<file path="src/rtl/cpu_pkg.sv">
// Shared CPU definitions: instruction width, J-type opcode and field positions.
package cpu_pkg;
  localparam int INST_W = 32;

  typedef logic [INST_W-1:0] inst_t;

  localparam logic [5:0] OPCODE_J = 6'b000010;

  localparam int OPCODE_MSB  = 31;
  localparam int OPCODE_LSB  = 26;
  localparam int JTARGET_MSB = 25;
  localparam int JTARGET_LSB = 0;
endpackage

</file>
<file path="src/rtl/inst_queue.sv">
// Circular instruction buffer with occupancy count; flush empties it in one cycle.
// Head data reads as zero whenever the buffer is empty.
module inst_queue #(
  parameter int DEPTH = 4,
  parameter int WIDTH = 64
) (
  input  logic                     clk,
  input  logic                     rst,
  input  logic                     flush,
  input  logic                     push,
  input  logic                     pop,
  input  logic [WIDTH-1:0]         wdata,
  output logic                     valid,
  output logic                     full,
  output logic [WIDTH-1:0]         rdata,
  output logic [$clog2(DEPTH):0]   count
);
  localparam int PTR_W = $clog2(DEPTH);
  localparam int CNT_W = PTR_W + 1;

  logic [WIDTH-1:0] mem [DEPTH];
  logic [PTR_W-1:0] wr_ptr;
  logic [PTR_W-1:0] rd_ptr;
  logic [CNT_W-1:0] count_q;

  // Storage needs no reset: contents are only visible while count_q is non-zero.
  always_ff @(posedge clk) begin
    if (push) begin
      mem[wr_ptr] <= wdata;
    end
  end

  always_ff @(posedge clk) begin
    if (rst || flush) begin
      wr_ptr  <= '0;
      rd_ptr  <= '0;
      count_q <= '0;
    end else begin
      if (push) wr_ptr <= wr_ptr + 1'b1;
      if (pop)  rd_ptr <= rd_ptr + 1'b1;
      case ({push, pop})
        2'b10:   count_q <= count_q + 1'b1;
        2'b01:   count_q <= count_q - 1'b1;
        default: count_q <= count_q;
      endcase
    end
  end

  assign valid = (count_q != '0);
  assign full  = (count_q == CNT_W'(DEPTH));
  assign rdata = valid ? mem[rd_ptr] : '0;
  assign count = count_q;
endmodule

</file>
<file path="src/rtl/prefetch_unit.sv">
// Instruction prefetcher: fetch PC, combinational ROM interface and a small queue.
// Optional J-type predecode steering is enabled by PREFETCH_JUMP_PREDECODE_EN.
module prefetch_unit
  import cpu_pkg::*;
#(
  parameter int                ADDR_W   = 32,
  parameter int                DEPTH    = 4,
  parameter logic [ADDR_W-1:0] RESET_PC = '0
) (
  input  logic                     Clock,
  input  logic                     Reset,
  output logic [ADDR_W-1:0]        imem_addr,
  input  logic [INST_W-1:0]        imem_data,
  input  logic                     redirect,
  input  logic [ADDR_W-1:0]        redirect_pc,
  output logic                     out_valid,
  input  logic                     out_ready,
  output logic [INST_W-1:0]        out_inst,
  output logic [ADDR_W-1:0]        out_pc,
  output logic [$clog2(DEPTH):0]   count
);
  localparam int ENTRY_W = ADDR_W + INST_W;

  logic [ADDR_W-1:0]  pc_q;
  logic [ADDR_W-1:0]  pc_plus4;
  logic [ADDR_W-1:0]  next_pc;
  logic               push;
  logic               pop;
  logic               full;
  logic               q_valid;
  logic [ENTRY_W-1:0] head;

  // Redirect suppresses both queue operations; a pop frees a slot for a push at full.
  assign pop      = q_valid & out_ready & ~redirect;
  assign push     = ~redirect & (~full | pop);
  assign pc_plus4 = pc_q + ADDR_W'(4);

  always_comb begin
    next_pc = pc_plus4;
`ifdef PREFETCH_JUMP_PREDECODE_EN
    if (imem_data[OPCODE_MSB:OPCODE_LSB] == OPCODE_J) begin
      next_pc = {pc_plus4[ADDR_W-1:28], imem_data[JTARGET_MSB:JTARGET_LSB], 2'b00};
    end
`endif
  end

  always_ff @(posedge Clock) begin
    if (Reset) begin
      pc_q <= RESET_PC;
    end else if (redirect) begin
      pc_q <= {redirect_pc[ADDR_W-1:2], 2'b00};
    end else if (push) begin
      pc_q <= next_pc;
    end
  end

  inst_queue #(
    .DEPTH (DEPTH),
    .WIDTH (ENTRY_W)
  ) u_inst_queue (
    .clk   (Clock),
    .rst   (Reset),
    .flush (redirect),
    .push  (push),
    .pop   (pop),
    .wdata ({pc_q, imem_data}),
    .valid (q_valid),
    .full  (full),
    .rdata (head),
    .count (count)
  );

  assign imem_addr          = pc_q;
  assign out_valid          = q_valid;
  assign {out_pc, out_inst} = head;
endmodule

</file>
<file path="config.mk">
export PLATFORM = sky130hd
export DESIGN_NAME = prefetch_unit
export DESIGN_NICKNAME = d
export VERILOG_FILES = /design/src/rtl/cpu_pkg.sv /design/src/rtl/inst_queue.sv /design/src/rtl/prefetch_unit.sv
export SDC_FILE = /design/constraint.sdc
export NUM_CORES = 1
export LEC_CHECK = 0
export ABC_AREA = 1
export BUFFER_PORTS_ARGS = -buffer_cell sky130_fd_sc_hd__buf_4
export CAP_MARGIN = 20
export CORE_ASPECT_RATIO = 0.8
export CORE_MARGIN = 1.5
export CORE_UTILIZATION = 35
export CTS_BUF_LIST = sky130_fd_sc_hd__clkbuf_8 sky130_fd_sc_hd__clkbuf_16
export DETAILED_ROUTE_END_ITERATION = 8
export HOLD_SLACK_MARGIN = 0.03
export PLACE_DENSITY = 0.51
export SLEW_MARGIN = 20
export SYNTH_ARGS = -nofsm -noshare
export SYNTH_HDL_FRONTEND = slang
export SYNTH_SLANG_ARGS = --single-unit
</file>
<file path="constraint.sdc">
create_clock -name Clock -period 5.15 [get_ports Clock]
set_input_delay 0.2575 -clock Clock [delete_from_list [all_inputs] [get_ports Clock]]
set_output_delay 0.2575 -clock Clock [all_outputs]
set_load 0.03 [all_outputs]
</file>
# Yosys cells after proc, flatten, opt, wreduce, memory -nomap -nowiden
# Memory sizes are Yosys's and may differ from the RTL's. A register that Yosys moved wholly into a read port is not among the register bits.
# Cells that the tools add are included.
[classes]
bitwise_logic = 6
reduce_logical = 5
n_mux = 8
n_eq_ne = 3
n_addsub = 5
[ops]
columns = ["operator", "n"]
rows = [
  ["$mux 32", 2],
  ["$mux 64", 1],
  ["$add 32x3->32 const B", 1],
  ["$pmux 3 s2", 1],
  ["$add 2x1->2 const B", 2],
  ["$mux 2", 2],
  ["$reduce_bool 2->1", 2],
  ["$add 3x1->3 const B", 1],
  ["$and 1x1->1", 3],
  ["$eq 3x3->1 const B", 1],
  ["$reduce_bool 3->1", 1],
  ["$sub 3x1->3 const B", 1],
  ["$eq 2x1->1 const B", 1],
  ["$eq 2x2->1 const B", 1],
  ["$mux 1", 2],
  ["$not 1->1", 2],
  ["$reduce_or 2->1", 1],
  ["$logic_or 1x1->1", 1],
  ["$or 1x1->1", 1],
]
[word_totals]
ff_bits = 39
output_inout_bits = 100
memories = 1
mem_bits_rw = 256
word_cells = 33
[mem_list]
columns = ["name", "depth", "width", "read_ports", "rd_ports_with_merged_regs", "wr", "line_no", "source"]
rows = [
  ["u_inst_queue.mem", 4, 64, 1, 1, 1, "inst_queue.sv:21", "logic [WIDTH-1:0] mem [DEPTH];"],
]

# Longest topological paths before layout
[logic_depth]
ltp_word = 7
depth_mapped = 11

# By module
# Synthesis repeated with hierarchy kept, for this count alone.
[unflattened]
cells_unflattened = 1246
hier_area_um2 = 12726.0
[modules_own_cells]
columns = ["mod", "seq_area_each_um2", "instances", "cells_per_inst", "area_per_inst_um2"]
rows = [
  ["inst_queue", 7867.5, 1, 880, 10540.1],
  ["prefetch_unit", 600.6, 1, 366, 2185.8],
]

# Worst setup path before layout
# OpenSTA, ideal clock, no wires.
[synth_path]
path_kind = "register -> register"
from = "reg u_inst_queue.count_q[0], in the netlist u_inst_queue.count[0]"
to = "mem u_inst_queue.mem[0][0] (enable)"
t_arrival_ps = 3796
path_stages_with_launch = 7
path_buffers = 0
required_ps = 4668
slack_ps = 872
synth_period_minus_slack_ps = 4278
path_cell_list = "dfxtp_1 -> inv_1 -> ha_1 -> nand2_1 -> o21a_1 -> inv_2 -> nor2_1"
[synth_via]
elab_chain_len = 7
[synth_rtl]
columns = ["item", "line_no", "source"]
rows = [
  ["start, declared", "inst_queue.sv:24", "logic [CNT_W-1:0] count_q;"],
  ["start signal, assigned", "inst_queue.sv:42", "2'b10: count_q <= count_q + 1'b1;"],
  ["start signal, assigned", "inst_queue.sv:43", "2'b01: count_q <= count_q - 1'b1;"],
  ["start signal, assigned", "inst_queue.sv:44", "default: count_q <= count_q;"],
  ["$reduce_bool 3->1", "inst_queue.sv:49", "assign valid = (count_q != '0);"],
  ["$and 1x1->1 (2 in a row)", "prefetch_unit.sv:34", "assign pop = q_valid & out_ready & ~redirect;"],
  ["$or 1x1->1 (*)", "prefetch_unit.sv:35", "assign push = ~redirect & (~full | pop);"],
  ["$and 1x1->1 (*)", "prefetch_unit.sv:35", ""],
  ["$mux 1 (*)", "inst_queue.sv:28", "if (push) begin"],
  ["$mux 1 (implied by the code) (*)", "inst_queue.sv:29", "mem[wr_ptr] <= wdata;"],
  ["end, declared", "inst_queue.sv:21", ""],
]
# Mark *: on every way between the ends. The rest lies on a longest branch, timed or not.

==> flow_metrics.tcl <==
set metrics [dict create \
    hold_end "imem_addr[26]$_SDFFE_PP0P_" \
    max_stage_delay_ns 0.93 \
    drt_iter0_markers 500 \
    grt_pass1_wl_mm 47.7 \
    hp-class "primary input to flop" \
    fin_setup_tns_ns 0 \
    synth.largest_area_cell "edfxtp_1" \
    area_growth_pct 24.9 \
    post-route-min-period_ns 3.37 \
    start_util_pct 35.4 \
    ys_ff_latch 287 \
    regToRegSetupSlack_ns 2.37 \
    arrival_ns 3.11 \
    synth_most_common_cell "nor2_1" \
    vias 8758 \
    dieArea_um2 36200 \
    drive_gt1_share_pct 18.7 \
    cts.sinks 287 \
    worst_pin_slew_ns 1.07 \
    cts_max_level 1 \
    synth_edf_count 248 \
    synth_cells 1181 \
    post_cts_resized 0 \
    slew_headroom_pct 28.3 \
    fin_cells 1866 \
    die_y_um 171 \
    clk_latency_ns 0.56 \
    diodes 0 \
    post-cts-setup-buffers 0 \
    busiest_layer "met2" \
    gp_routability_congestion 0.766 \
    rsz0062_at_grt "false" \
    setup_viol 0 \
    fill_cells 3383 \
    powerDensity_nw_per_um2 339 \
    end_kind "primary output" \
    gr-usage-met2_pct 26.8 \
    start_kind "flop" \
    hpwl_mm 17.6 \
    maxSlewViolCount 0 \
    async_flop_share_pct 0 \
    hold_viol 0 \
    met1_usage_pct 25.3 \
    fin_skew_ns 0.0169 \
    die_x_um 212 \
    min_from "redirect_pc[26]" \
    r2r-end "u_inst_queue.mem[1][26]$_DFFE_PP_" \
    synthFlopType "edfxtp_1" \
    grt_use_met3_pct 2.64 \
    drt_first_pass_iters 5 \
    outcome "finished, final reports clean" \
    antenna_left 0 \
    yosysWarningCount 0 \
    synth.area.top_cells "edfxtp_1 61%, nor2_1 8.6%, dfxtp_1 6.4%" \
    cpMostUsedCell "buf_4" \
    yosys.cell_types.count 31 \
    wirelength_mm 31.0 \
    ys_top_cells_by_count "282 x nor2_1, 248 x edfxtp_1, 163 x nand2_1" \
    crit_chain "inv_2 -> buf_4 -> nor2_1 -> o21ai_0 -> a21oi_1 -> buf_4" \
    crit_path_max_fanout 63 \
    wl_per_cell_um 16.6 \
    dp_cells 1766 \
    antenna_found_initial 0 \
    yosysTopAreaCellShare_pct 60.7 \
    total_power_mw 5.20 \
    first_global_vias 8259 \
    cts_buffer_depth 3 \
    critPathSlowestCell "dfxtp_4" \
    vias_per_cell 4.69 \
    synth_area_um2 12300 \
    root_buffer "clkbuf_16" \
    cts_hold_buf 43 \
    clk_pin_slew_ns 0.06 \
    cts_made_buffers 31 \
    leakage_nw 5.77 \
    fin_nets 1446 \
    grt_remaining_overflow 0 \
    rows 61 \
    crit_type "flop to primary output" \
    peakVddDrop_mv 0.201 \
    portBuffers 161 \
    fmax_mhz 297 \
    drv_cap 0 \
    drc 0 \
    cts_tree "done" \
    rr_startpoint "u_inst_queue.count[0]$_SDFFE_PP0P_" \
    track_usage_pct 17.1 \
    grt_max_degree 95 \
    core_um2 34700 \
    whs_path_depth 5 \
    period_share_pct 65.4 \
    synth_area_per_cell_um2 10.4 \
    ios 168 \
    rr_worst_depth 8 \
    critPathRequiredTime_ns 4.89 \
    seq_area_frac_synth_pct 67.0 \
]
logic make-up (layout without fill, tap and decap cells):
logic type | count (synthesis) | count (layout) | share of synthesized area, %
buf+inv | 128 | 338 | 4.38
simple gates | 513 | 513 | 17.3
flops | 287 | 287 | 67.0
xor+xnor | 5 | 5 | 0.357
fa+ha+maj | 8 | 8 | 0.815
compound gates | 239 | 239 | 10.1
other cells | 1 | 4 | 0.0305
per-stage QoR:
stage / instance area (um2) / hold slack, ns / utilization, % / setup WS (ns)
floorplan: 12300 / 0.356 / - / 0.872
global placement: 13900 / 0.456 / 40.2 / 2.27
detailed placement: 13900 / 0.461 / 40.2 / 2.27
CTS: 15300 / 0.0306 / 44.2 / 1.66
global route: 15300 / 0.0487 / 44.2 / 1.45
finish: 15300 / 0.0512 / 44.2 / 1.78
final cells by class:
type,count,area (um2),area share (%)
Clock buffer,31,776,5.06
Multi-Input combinational cell,769,3550,23.2
Tap cell,472,591,3.85
Inverter,65,245,1.60
Clock inverter,26,175,1.14
Timing Repair Buffer,216,1750,11.4
Sequential cell,287,8240,53.7
critical path: cells and delay by family, from the launching register on:
| family | cells | cell delay, ns |
|---|---|---|
| AOI/OAI and AO/OA | 2 | 0.41 |
| buffers and inverters | 3 | 1.01 |
| and+or+nand+nor | 1 | 0.16 |
| DFF | 1 | 0.93 |
placed cells by master, fill, tap and decap left out, types with 3 or more instances in the layout:
cell and n:
nor2_1 278, ha_1 8, edfxtp_1 248, xor2_1 3, inv_1 63, nand3_2 4
nand3_1 37, nor2_4 12, a31oi_1 8, dfxtp_1 37, clkbuf_16 31, nand2_1 163
o21bai_1 7, nand2_2 6, conb_1 4, dlygate4sd3_1 43, clkinv_1 9, a21oi_2 4
inv_2 7, clkinv_2 6, a21oi_1 88, nor2_2 6, o21ai_0 131, inv_6 3
buf_4 171, nand2_4 3
power by group:
| part | switching [mW] | total (mW) | internal (mW) |
|---|---|---|---|
| sequential | 0.0591 | 2.66 | 2.60 |
| clock | 0.888 | 2.08 | 1.19 |
| combinational | 0.294 | 0.463 | 0.169 |
metal layers:
| metal | up-vias | part of all wire [%] |
|---|---|---|
| met5 | - | 0 |
| met4 | 0 | 1.6 |
| met3 | 35 | 5.0 |
| met2 | 212 | 45 |
| met1 | 4120 | 48 |
| li1 | 4391 | - |
state kept, by name, indices dropped and copies added, names as in the netlist, named ones only:
name                 flops
u_inst_queue.wr_ptr      2
u_inst_queue.mem       248
u_inst_queue.rd_ptr      2
imem_addr               30
u_inst_queue.count       3
worst max-delay path by stage:
stage	to	start	slack, ns
3_3_place_gp	out_pc[3]	flop	2.27
5_1_grt	out_pc[2]	flop	1.45
2_1_floorplan	u_inst_queue.mem[0][0]$_DFFE_PP_	u_inst_queue.count[0]$_SDFFE_PP0P_	0.87
4_1_cts	out_inst[5]	flop	1.66
3_5_place_dp	out_pc[16]	flop	2.27
6_report	out_pc[18]	flop	1.78
Power figures use the tool's default switching activity.
